--- config.mk ---
export PLATFORM = sky130hd
export DESIGN_NAME = counter_seq_ctrl_flat
export DESIGN_NICKNAME = d
export VERILOG_FILES = /design/src/rtl/counter_seq_ctrl_if.sv /design/src/rtl/counter_seq_ctrl.sv /design/src/flat_wrapper.sv
export SDC_FILE = /design/constraint.sdc
export NUM_CORES = 1
export LEC_CHECK = 0
export ABC_AREA = 1
export ABC_CLOCK_PERIOD_IN_PS = 1500
export CORE_MARGIN = 5
export CORE_UTILIZATION = 43
export DETAILED_ROUTE_END_ITERATION = 10
export MAX_ROUTING_LAYER = met4
export SYNTH_ARGS = -nofsm -noshare
export SYNTH_HDL_FRONTEND = slang
export SYNTH_SLANG_ARGS = --single-unit
--- constraint.sdc ---
create_clock -name CLK -period 1.5 [get_ports CLK]
set_input_delay 0.3 -clock CLK [delete_from_list [all_inputs] [get_ports CLK]]
set_output_delay 0.3 -clock CLK [all_outputs]
set_load 0.1 [all_outputs]
--- src/rtl/counter_seq_ctrl_if.sv ---
// Run-control and display bundle of the 3-bit counter sequencer.
// The master drives the raw controls, the slave (sequencer) drives counter and display outputs.
interface counter_seq_ctrl_if;
    logic       iStart;
    logic       iStop;
    logic       iClear;
    logic       iDir;
    logic [2:0] iLimit;
    logic       iOneShot;
    logic [2:0] oQ;
    logic [1:0] oState;
    logic       oTick;
    logic       oDone;
    logic [6:0] oDisplay;

    modport master (
        output iStart, iStop, iClear, iDir, iLimit, iOneShot,
        input  oQ, oState, oTick, oDone, oDisplay
    );

    modport slave (
        input  iStart, iStop, iClear, iDir, iLimit, iOneShot,
        output oQ, oState, oTick, oDone, oDisplay
    );
endinterface

--- src/rtl/counter_seq_ctrl.sv ---
// Run/pause/clear sequencer for a 3-bit up/down display counter with an internal
// count-rate prescaler and a combinational active-low seven-segment decoder.
module counter_seq_ctrl #(
    parameter int unsigned PRESCALE = 50_000_000
) (
    input  logic              CLK,
    input  logic              RST_n,
    counter_seq_ctrl_if.slave bus
);

    localparam int unsigned     PsW    = $clog2(PRESCALE);
    localparam logic [PsW-1:0]  PsLast = PsW'(PRESCALE - 1);

    typedef enum logic [1:0] {
        StIdle  = 2'b00,
        StRun   = 2'b01,
        StPause = 2'b10,
        StDone  = 2'b11
    } state_e;

    state_e         state_q;
    logic [2:0]     q_q;
    logic [PsW-1:0] ps_q;
    logic           tick_q;
    logic           done_q;

    // Bit 0 = start, bit 1 = stop, bit 2 = clear.
    logic [2:0] raw;
    logic [2:0] sync1_q, sync2_q, prev_q;
    logic [2:0] ev;
    logic       start_ev, stop_ev, clear_ev;

    assign raw = {bus.iClear, bus.iStop, bus.iStart};

    always_ff @(posedge CLK or negedge RST_n) begin
        if (!RST_n) begin
            sync1_q <= '0;
            sync2_q <= '0;
            prev_q  <= '0;
        end else begin
            sync1_q <= raw;
            sync2_q <= sync1_q;
            prev_q  <= sync2_q;
        end
    end

    assign ev       = sync2_q & ~prev_q;
    assign start_ev = ev[0];
    assign stop_ev  = ev[1];
    assign clear_ev = ev[2];

    // The load value on start doubles as the wrap target for both directions.
    logic [2:0] start_val;
    logic       at_term;
    logic [2:0] step_val;

    always_comb begin
        start_val = bus.iDir ? bus.iLimit : 3'd0;
        at_term   = bus.iDir ? (q_q == 3'd0) : (q_q >= bus.iLimit);
        if (at_term) begin
            step_val = start_val;
        end else if (bus.iDir) begin
            step_val = q_q - 3'd1;
        end else begin
            step_val = q_q + 3'd1;
        end
    end

    always_ff @(posedge CLK or negedge RST_n) begin
        if (!RST_n) begin
            state_q <= StIdle;
            q_q     <= '0;
            ps_q    <= '0;
            tick_q  <= 1'b0;
            done_q  <= 1'b0;
        end else begin
            tick_q <= 1'b0;
            unique case (state_q)
                StIdle: begin
                    if (start_ev) begin
                        state_q <= StRun;
                        q_q     <= start_val;
                        ps_q    <= '0;
                    end
                end
                StRun: begin
                    if (clear_ev) begin
                        state_q <= StIdle;
                        q_q     <= '0;
                        ps_q    <= '0;
                    end else if (stop_ev) begin
                        state_q <= StPause;
                    end else if (ps_q == PsLast) begin
                        ps_q   <= '0;
                        tick_q <= 1'b1;
                        if (at_term && bus.iOneShot) begin
                            state_q <= StDone;
                            done_q  <= 1'b1;
                        end else begin
                            q_q <= step_val;
                        end
                    end else begin
                        ps_q <= ps_q + 1'b1;
                    end
                end
                StPause: begin
                    if (clear_ev) begin
                        state_q <= StIdle;
                        q_q     <= '0;
                        ps_q    <= '0;
                    end else if (start_ev) begin
                        state_q <= StRun;
                    end
                end
                StDone: begin
                    if (clear_ev) begin
                        state_q <= StIdle;
                        q_q     <= '0;
                        ps_q    <= '0;
                        done_q  <= 1'b0;
                    end else if (start_ev) begin
                        state_q <= StRun;
                        q_q     <= start_val;
                        ps_q    <= '0;
                        done_q  <= 1'b0;
                    end
                end
            endcase
        end
    end

    // Active-low segments {g,f,e,d,c,b,a}.
    always_comb begin
        bus.oDisplay = 7'b1111111;
        case (q_q)
            3'd0: bus.oDisplay = 7'b1000000;
            3'd1: bus.oDisplay = 7'b1111001;
            3'd2: bus.oDisplay = 7'b0100100;
            3'd3: bus.oDisplay = 7'b0110000;
            3'd4: bus.oDisplay = 7'b0011001;
            3'd5: bus.oDisplay = 7'b0010010;
            3'd6: bus.oDisplay = 7'b0000010;
            3'd7: bus.oDisplay = 7'b1111000;
        endcase
    end

    assign bus.oQ     = q_q;
    assign bus.oState = state_q;
    assign bus.oTick  = tick_q;
    assign bus.oDone  = done_q;

endmodule

--- src/flat_wrapper.sv ---
// flat-port wrapper written by rule: the top's interface ports become plain ports
module counter_seq_ctrl_flat 
#(
    parameter int unsigned PRESCALE = 50_000_000
)
  (CLK, RST_n, bus_iStart, bus_iStop, bus_iClear, bus_iDir, bus_iLimit, bus_iOneShot, bus_oQ, bus_oState, bus_oTick, bus_oDone, bus_oDisplay);
  counter_seq_ctrl_if bus_i ();
  input  logic CLK;
  input  logic RST_n;
  input wire logic [$bits(bus_i.iStart)-1:0] bus_iStart;
  input wire logic [$bits(bus_i.iStop)-1:0] bus_iStop;
  input wire logic [$bits(bus_i.iClear)-1:0] bus_iClear;
  input wire logic [$bits(bus_i.iDir)-1:0] bus_iDir;
  input wire logic [$bits(bus_i.iLimit)-1:0] bus_iLimit;
  input wire logic [$bits(bus_i.iOneShot)-1:0] bus_iOneShot;
  output wire logic [$bits(bus_i.oQ)-1:0] bus_oQ;
  output wire logic [$bits(bus_i.oState)-1:0] bus_oState;
  output wire logic [$bits(bus_i.oTick)-1:0] bus_oTick;
  output wire logic [$bits(bus_i.oDone)-1:0] bus_oDone;
  output wire logic [$bits(bus_i.oDisplay)-1:0] bus_oDisplay;
  assign bus_i.iStart = bus_iStart;
  assign bus_i.iStop = bus_iStop;
  assign bus_i.iClear = bus_iClear;
  assign bus_i.iDir = bus_iDir;
  assign bus_i.iLimit = bus_iLimit;
  assign bus_i.iOneShot = bus_iOneShot;
  assign bus_oQ = bus_i.oQ;
  assign bus_oState = bus_i.oState;
  assign bus_oTick = bus_i.oTick;
  assign bus_oDone = bus_i.oDone;
  assign bus_oDisplay = bus_i.oDisplay;
  counter_seq_ctrl #(.PRESCALE(PRESCALE)) u_core (.CLK(CLK), .RST_n(RST_n), .bus(bus_i));
endmodule
# After elaboration in Yosys (flattened, before gate mapping)
# Memories as Yosys holds them, arrays and structs flattened.
# Cells that the tools add are included.
totals:
  regBits: 42
  mem_bits_ro: 56
  inputBits: 10
  out_inout_bits: 14
  elab_cells: 76
  mem_count: 1
mem_list:
  columns: ["memory", "depth", "word_bits", "rd", "rd_clocked_by_memory_dff", "write_ports", "line", "text"]
  rows:
  - ["(no name shown)", 8, 7, 1, 0, 0, "counter_seq_ctrl.sv:135", "case (q_q)"]
classes:
  add_sub_neg: 3
  order_cmp: 1
  n_eq_ne: 15
  muxes: 37
  n_bitwise: 2
  reduce_logical: 9
op_table:
  columns: ["cell", "count"]
  rows:
  - ["two-way mux 26 bit", 6]
  - ["case mux 26 bit (4 select lines)", 1]
  - ["two-way mux 3 bit", 10]
  - ["adder 26 x 1 -> 26 bit (second input constant)", 1]
  - ["== test 26 bit (second input constant)", 1]
  - ["two-way mux 2 bit", 6]
  - ["case mux 3 bit (4 select lines)", 1]
  - ["two-way mux 1 bit", 11]
  - ["inequality test 4 x 1 -> 1 bit (second input constant)", 2]
  - ["inequality test 2 x 1 -> 1 bit (second input constant)", 3]
  - ["inequality test 3 x 1 -> 1 bit (second input constant)", 2]
  - ["inequality test 3 x 2 -> 1 bit (second input constant)", 2]
  - ["case mux 2 bit (3 select lines)", 1]
  - ["AND reduction 6 bit", 1]
  - ["== test 2 bit (second input constant)", 2]
  - ["inequality test 2 bit (second input constant)", 2]
  - ["AND reduction 2 bit", 2]
  - ["AND reduction 4 bit", 1]
  - ["adder 3 x 1 -> 3 bit (second input constant)", 1]
  - ["bitwise AND 3 bit", 1]
  - [">= comparator 3 bit", 1]
  - ["logical NOT 3 bit", 1]
  - ["NOT 3 bit", 1]
  - ["subtractor 3 x 1 -> 3 bit (second input constant)", 1]
  - ["6 further kinds", 6]

# Longest topological paths before layout
# Gate-level depths: netlist of the first run.
depth:
  ltp_word: 8
  depth_mapped: 12
  mapped_depth_nobuf: 12

# Worst setup path after synthesis of the first run
# OpenSTA, ideal clock, no wires.
synth_path:
  path_kind: "register to output"
  start: "reg u_core.q_q[0] (netlist: u_core.bus.oQ[0])"
  end: "out bus_oDisplay[3]"
  arrival_ns: 3.716
  required_ns: 1.200
  setup_slack_ns: -2.516
  path_stages_with_launch: 4
  path_buffers: 0
  path_cell_list: "dfrtp_1 > inv_1 > ha_1 > o21ai_0"
synth_between:
  elab_chain_cells: 1
synth_lines:
  columns: ["element", "line", "text"]
  rows:
  - ["start: declaration", "counter_seq_ctrl.sv:22", "logic [2:0] q_q;"]
  - ["start signal: assignment", "counter_seq_ctrl.sv:82", "q_q <= start_val;"]
  - ["start signal: assignment", "counter_seq_ctrl.sv:100", "q_q <= step_val;"]
  - ["start signal: assignment", "counter_seq_ctrl.sv:123", "q_q <= start_val;"]
  - ["memory (8 x 7 bit)", null, null]
  - ["end: declaration", "flat_wrapper.sv:20", "output wire logic [$bits(bus_i.oDisplay)-1:0] bus_oDisplay;"]
# Every way passes these cells.

# Worst setup path after layout of the first run
layout_path:
  start: "reg u_core.q_q[1] (netlist: u_core.bus.oQ[1])"
  end: "out bus_oDisplay[3]"
# The elaborated chain is that of the path after synthesis.

==> metrics.yaml, run 1 <==
run_status:
  status: "finished with violations"
  violations: "negative setup slack"
sta:
  setup_viol_count_final: 40
  finClkSkew_ns: 0.00959
  rsz0062_at_grt: "yes"
  post-route-period-util_pct: 122
  fmax_mhz: 548
  worstMarginPinSlew_ns: 0.318
  fin_ws_ns: -0.324
  final.setup.tns_ns: -5.74
  maxSlewViolCount: 0
  max_slew_margin_pct: 78.7
  hold_viol_final: 0
  period_needed_ns: 1.82
floorplanning:
  die-area_um2: 8130
  die-width_um: 90.2
  initial_utilization_pct: 43.8
  row_count: 29
  core-area_um2: 6310
  io-pin-count: 24
  die_h_um: 90.2
pwr:
  switching_share_pct: 46.8
  power_density_nw_per_um2: 1680
  p_int_mw: 4.16
  vdd_drop_max_mv: 1.77
  p_seq_share_pct: 18.0
  pwr-share-clk_pct: 11.7
  power_switching_mw: 3.66
  power_mw: 7.81
  total_leakage_power_nw: 2.10
  comb_power_share_pct: 70.3
worst_setup_path:
  r2r_end: "u_core.ps_q[23]$_DFFE_PN0P_"
  critical_path_required_ns: 1.20
  r2r_setup_slack_ns: -0.23
  crit_fanout: 6
  reg2regPathDepth: 10
  critPathLaunchType: "register"
  critPathKind: "register to output pin"
  endpoint_kind: "output pin"
  arrival_ns: 1.52
  r2r-start: "u_core.ps_q[0]$_DFFE_PN0P_"
place:
  dpl.hpwl_um: 5380
  dp.cells: 533
  place.gp.congestion: 0.883
  placed_area_um2: 3920
  io_buffers: 23
detailed_routing:
  wl_met2_um: 3860
  wl_per_cell_um: 13.8
  routed_wl_um: 7780
  top_layer: "met4"
  postRouteAntennaNets: 0
  routed-via-count: 2828
  drt-initial-drc-count: 237
  drt_pass1_iterations: 5
  drc: 0
  viasPerCell: 5.01
  drt-met1-wl_um: 3330
  routed-wl-met3_um: 394
global_route:
  grt_pass1_wl_um: 13300
  gr-total-overflow: 0
  track_usage_pct: 20.3
  grt_pass1_vias: 2831
  grt_max_degree: 43
  antenna_found_initial: 0
cts:
  clockRootBuffer: "clkbuf_8"
  clock_sinks: 42
  cts_tree: "yes"
  htreeDepth: 2
  numCtsBuffers: 5
  clockBufferDepth: 2
  clkSlewWorstSetupHoldPaths_ns: 0.08
  clock_latency_ns: 0.30
job:
  drv_cap: 0
synthesis:
  synthXorXnorAreaFrac_pct: 4.44
  yosysMostFrequentCell: "nand2_1"
  synth_cells: 366
  synthMuxAreaShare_pct: 0
  yosysSeqAreaShare_pct: 38.0
  synth_area_per_cell_um2: 7.55
  synth_nets: 385
  synth_common_cells: "nand2_1 (96), inv_1 (51), dfrtp_1 (42)"
  yosys.area_share.simple_pct: 34.3
  ys_seq_elements: 42
  synth_top_family_by_area: "simple AND/OR/NAND/NOR gates"
  synth_edf_count: 0
  synth_top_area_cell: "dfrtp_1"
  yosys-top-cells-area: "dfrtp_1 (38%), nand2_1 (13%), inv_1 (6.9%)"
  synth_flop_cell: "dfrtp_1"
  synth_top_cell_area_share_pct: 38.0
  synth.distinct_cells: 33
  synth_area_um2: 2760
  ys_warn_count: 0
  yosys.area_share.adder_pct: 4.35
  synth_compound_area_share_pct: 10.2
  synthArstFlopShare_pct: 100
hold_path:
  whs_path_depth: 0
  hp-start: "u_core.sync1_q[2]$_DFF_PN0_"
  hold_path_class: "register to register"
  min_to: "u_core.sync2_q[2]$_DFF_PN0_"
layout:
  post-route-util_pct: 73.7
  nets: 505
  diodes: 0
  drive_above_1_share_pct: 45.2
  synthToLayoutAreaGrowth_pct: 68.5
  fin_area_um2: 4650
  instances_no_fill: 564
  fillCellCount: 470
  seqCellArea_um2: 1070
  multiInputGateArea_um2: 1880
layout make-up:
class                           count  area share (%)
Multi-Input combinational cell    267            40.4
Timing Repair Buffer              117            27.3
Sequential cell                    42            23.0
Inverter                           53            4.81
Tap cell                           77            2.07
Clock buffer                        6            1.56
Clock inverter                      2           0.806
cells by family (layout without fill, tap and decap cells):
kind of cell / after synthesis / count (layout)
AOI/OAI and AO/OA: 38 / 38
buffers and inverters: 57 / 178
xor gates and xnor gates: 14 / 14
and+or+nand+nor: 206 / 206
adders and majority gates: 9 / 9
DFF: 42 / 42
flip-flops by register name (all words and copies together) (netlist names):
name	flops
u_core.bus.oState	2
u_core.bus.oTick	1
u_core.sync2_q	3
u_core.bus.oQ	3
u_core.bus.oDone	1
u_core.sync1_q	3
u_core.prev_q	3
u_core.ps_q	26
layer usage:
metal / GRT usage, % / up-vias
li1: - / 1405
met1: 24.8 / 1331
met4: 5.46 / 0
met2: 34.7 / 77
met3: 3.26 / 15
met5: - / -
what timing repair did:
item	4_1_cts	5_1_grt
hold endpoints to repair	42	0
endpoints found under the setup margin	40	41
hold buffers	1	0
gates resized for setup	65	39
setup buffers	20	8
gates cloned	1	0
pin swaps	21	30
how the worst max path moves through the flow:
| stage | startpoint | end | slack (ns) | cells after the start |
|---|---|---|---|---|
| detailed placement | bus_iLimit[2] | u_core.bus.oQ[0]$_DFFE_PN0P_ | -0.55 | 12 |
| global route | u_core.ps_q[1]$_DFFE_PN0P_ | u_core.ps_q[23]$_DFFE_PN0P_ | -0.36 | 10 |
| global placement | bus_iLimit[1] | u_core.bus.oQ[1]$_DFFE_PN0P_ | -0.48 | 13 |
| floorplan | u_core.bus.oQ[0]$_DFFE_PN0P_ | bus_oDisplay[3] | -0.32 | 3 |
| finish | u_core.bus.oQ[1]$_DFFE_PN0P_ | bus_oDisplay[3] | -0.32 | 5 |
| CTS | u_core.bus.oQ[1]$_DFFE_PN0P_ | bus_oDisplay[3] | -0.33 | 5 |
cell usage in the layout (no fill, tap or decap), drive strengths merged:
| cell type | instances |
|---|---|
| o21ai | 21 |
| xnor2 | 1 |
| bufinv | 1 |
| ha | 8 |
| dlygate4sd3 | 1 |
| clkdlybuf4s50 | 8 |
| o22ai | 9 |
| fa | 1 |
| buf | 108 |
| xor2 | 13 |
| nand4 | 9 |
| nor3 | 4 |
| clkinvlp | 3 |
| nor2 | 53 |
| dfrtp | 42 |
| and2 | 1 |
| o211ai | 3 |
| nand3b | 2 |
| nand2 | 101 |
| o21bai | 1 |
| a21oi | 4 |
| inv | 51 |
| clkbuf | 6 |
| nand3 | 36 |
power by group through the flow:
stage	combinational (mW)	sequential (mW)	clock [mW]
2_1_floorplan	2.22	1.94	0
3_3_place_gp	4.44	1.42	0
3_5_place_dp	4.49	1.42	0
4_1_cts	5.27	1.41	0.937
5_1_grt	5.80	1.43	0.983
6_report	5.49	1.41	0.915
metrics by stage:
| step | worst slack (ns) | hold slack [ns] |
|---|---|---|
| floorplan | -0.322 | 0.00441 |
| global route | -0.359 | 0.373 |
| CTS | -0.333 | 0.362 |
| global placement | -0.479 | 0.294 |
| finish | -0.324 | 0.358 |
| detailed placement | -0.549 | 0.297 |
worst max-delay path, stage by stage, from the launching register on:
cell and delay [ns]:
dfrtp_4 0.50, buf_12 0.15, inv_8 0.05, ha_4 0.20, o21ai_4 0.14, buf_12 0.19
No activity file was read; power rests on OpenSTA's default activity.
==> run 2: changes to the inputs <==
ABC_CLOCK_PERIOD_IN_PS = default   (was 1500)
==> results of run 2 <==
No change in the layout: final DEF, timing and power equal those of run 1.
==> run 3: changes to the inputs <==
clock period = 2.1 ns   (was 1.5 ns; I/O delays follow)
==> run 3 against run 2 <==
The run now ends clean. Hold slack worse by 0.0064 ns. Clock skew decreased by 0.00074 ns. Cell count fell by 14%. Clock-buffer cell count unchanged. Register-to-register slack improved by 0.50 ns. Via count fell by 14%. Global-route usage is 3.5 points lower. First-iteration DRC count is 43% lower. Utilization fell by 19 points. Sequential power is 26% lower. Critical endpoint unchanged. Power shrank 45%.
==> metrics.yaml, run 3 (same netlist as run 1, synthesis figures left out) <==
cts:
  htreeDepth: 2
  clockRootBuffer: "clkbuf_8"
  clkSlewWorstSetupHoldPaths_ns: 0.08
  cts_tree: "yes"
  clock_latency_ns: 0.30
  clock_sinks: 42
  clockBufferDepth: 2
  numCtsBuffers: 5
global_route:
  track_usage_pct: 16.8
  grt_pass1_wl_um: 11300
  grt_pass1_vias: 2379
  grt_max_degree: 18
  gr-total-overflow: 0
  antenna_found_initial: 0
floorplanning:
  io-pin-count: 24
  die_h_um: 90.2
  die-area_um2: 8130
  initial_utilization_pct: 43.8
  core-area_um2: 6310
  row_count: 29
  die-width_um: 90.2
sta:
  max_slew_margin_pct: 70.2
  worstMarginPinSlew_ns: 0.446
  fmax_mhz: 493
  setup_viol_count_final: 0
  period_needed_ns: 2.03
  hold_viol_final: 0
  final.hold.worst_slack_ns: 0.352
  maxSlewViolCount: 0
  rsz0062_at_grt: "no"
  post-route-period-util_pct: 96.6
  finClkSkew_ns: 0.00885
layout:
  synthToLayoutAreaGrowth_pct: 24.2
  diodes: 0
  largest_reg_flops: 26
  final_common_cell: "nand2_1"
  post-route-util_pct: 54.3
  final_cell_mix: "nand2_1 (94), inv_1 (48), dfrtp_1 (39)"
  fillCellCount: 630
  drive_above_1_share_pct: 21.5
  largest-register: "u_core.ps_q"
  multiInputGateArea_um2: 1520
  seqCellArea_um2: 1060
  nets: 428
hold_path:
  hold_path_class: "register to register"
  whs_path_depth: 0
detailed_routing:
  routed_wl_um: 6290
  routed-wl-met3_um: 255
  drt-initial-drc-count: 135
  drt_pass1_iterations: 4
  top_layer: "met4"
  postRouteAntennaNets: 0
  viasPerCell: 4.97
  routed-via-count: 2418
  drt-met1-wl_um: 3070
  drc: 0
  wl_per_cell_um: 12.9
  wl_met2_um: 2890
worst_setup_path:
  arrival_ns: 1.61
  critPathLaunchType: "register"
  critical_path_required_ns: 1.68
  reg2regPathDepth: 9
  endpoint_kind: "output pin"
  crit_fanout: 6
  critPathKind: "register to output pin"
job:
  drv_cap: 0
pwr:
  power_mw: 4.29
  vdd_drop_max_mv: 1.52
  power_density_nw_per_um2: 1250
  total_leakage_power_nw: 1.54
place:
  place.gp.congestion: 0.835
  io_buffers: 23
  dpl.hpwl_um: 4810
run_status:
  status: "finished clean"
==> run 3: changes by cell type in the layout (fill, tap and decap cells not counted), sizes merged <==
cell | previous run | this run
buf | 108 | 31
==> run 3: timing repair <==
item / 4_1_cts / 5_1_grt
hold buffers: 1 / 0
resized for setup: 0 / 4
setup buffers: 0 / 5
setup endpoints to repair: 0 / 3
endpoints found under the hold margin: 10 / 0
==> run 3: power by group <==
| group | leakage [nW] | switching (mW) | internal, mW |
|---|---|---|---|
| Sequential | 0.552 | 0.140 | 0.899 |
| Clock | 0.0514 | 0.301 | 0.355 |
| Combinational | 0.934 | 1.75 | 0.846 |
| Total | 1.54 | 2.19 | 2.10 |
==> run 3: routing by layer <==
| metal | GRT usage [%] | up-vias |
|---|---|---|
| met5 | - | - |
| met3 | 3.51 | 7 |
| li1 | - | 1251 |
| met4 | 4.34 | 0 |
| met2 | 26.0 | 38 |
| met1 | 22.5 | 1122 |
==> run 3: worst max-delay path, stage by stage (launching register included) <==
cell and delay, ns:
dfrtp_4 0.52, inv_1 0.12, ha_2 0.31, o21ai_4 0.17, buf_12 0.19
==> run 3: final timing paths <==
path,slack [ns],start,to
worst min-delay path,0.35,u_core.sync1_q[0]$_DFF_PN0_,u_core.sync2_q[0]$_DFF_PN0_
max in group asynchronous,1.03,RST_n,u_core.bus.oQ[2]$_DFFE_PN0P_
min in group asynchronous,0.52,RST_n,u_core.ps_q[23]$_DFFE_PN0P_
worst max register to register,0.27,u_core.bus.oQ[2]$_DFFE_PN0P_,u_core.bus.oQ[2]$_DFFE_PN0P_
worst max-delay path,0.07,u_core.bus.oQ[1]$_DFFE_PN0P_,bus_oDisplay[3]
worst min register to register,0.35,u_core.sync1_q[0]$_DFF_PN0_,u_core.sync2_q[0]$_DFF_PN0_
==> run 3: per-stage QoR <==
stage | instances | area [um2] | TNS (ns) | setup WS, ns
4_1_cts | 482 | 3380 | 0 | 0.00269
5_1_grt | 487 | 3430 | 0 | 0.0243
3_5_place_dp | 473 | 3260 | -0.328 | -0.0830
2_1_floorplan | 366 | 2820 | -0.194 | -0.156
3_3_place_gp | 473 | 3260 | 0 | 0.0130
6_report | 487 | 3430 | 0 | 0.0716
==> run 3: layout make-up <==
type | instances | share of cell area [%]
clock buffer | 6 | 2.12
clock inverter | 2 | 1.09
inverter | 53 | 6.09
multi-input combinational | 267 | 44.3
sequential | 42 | 31.0
tap | 77 | 2.81
timing repair buffer | 40 | 12.6
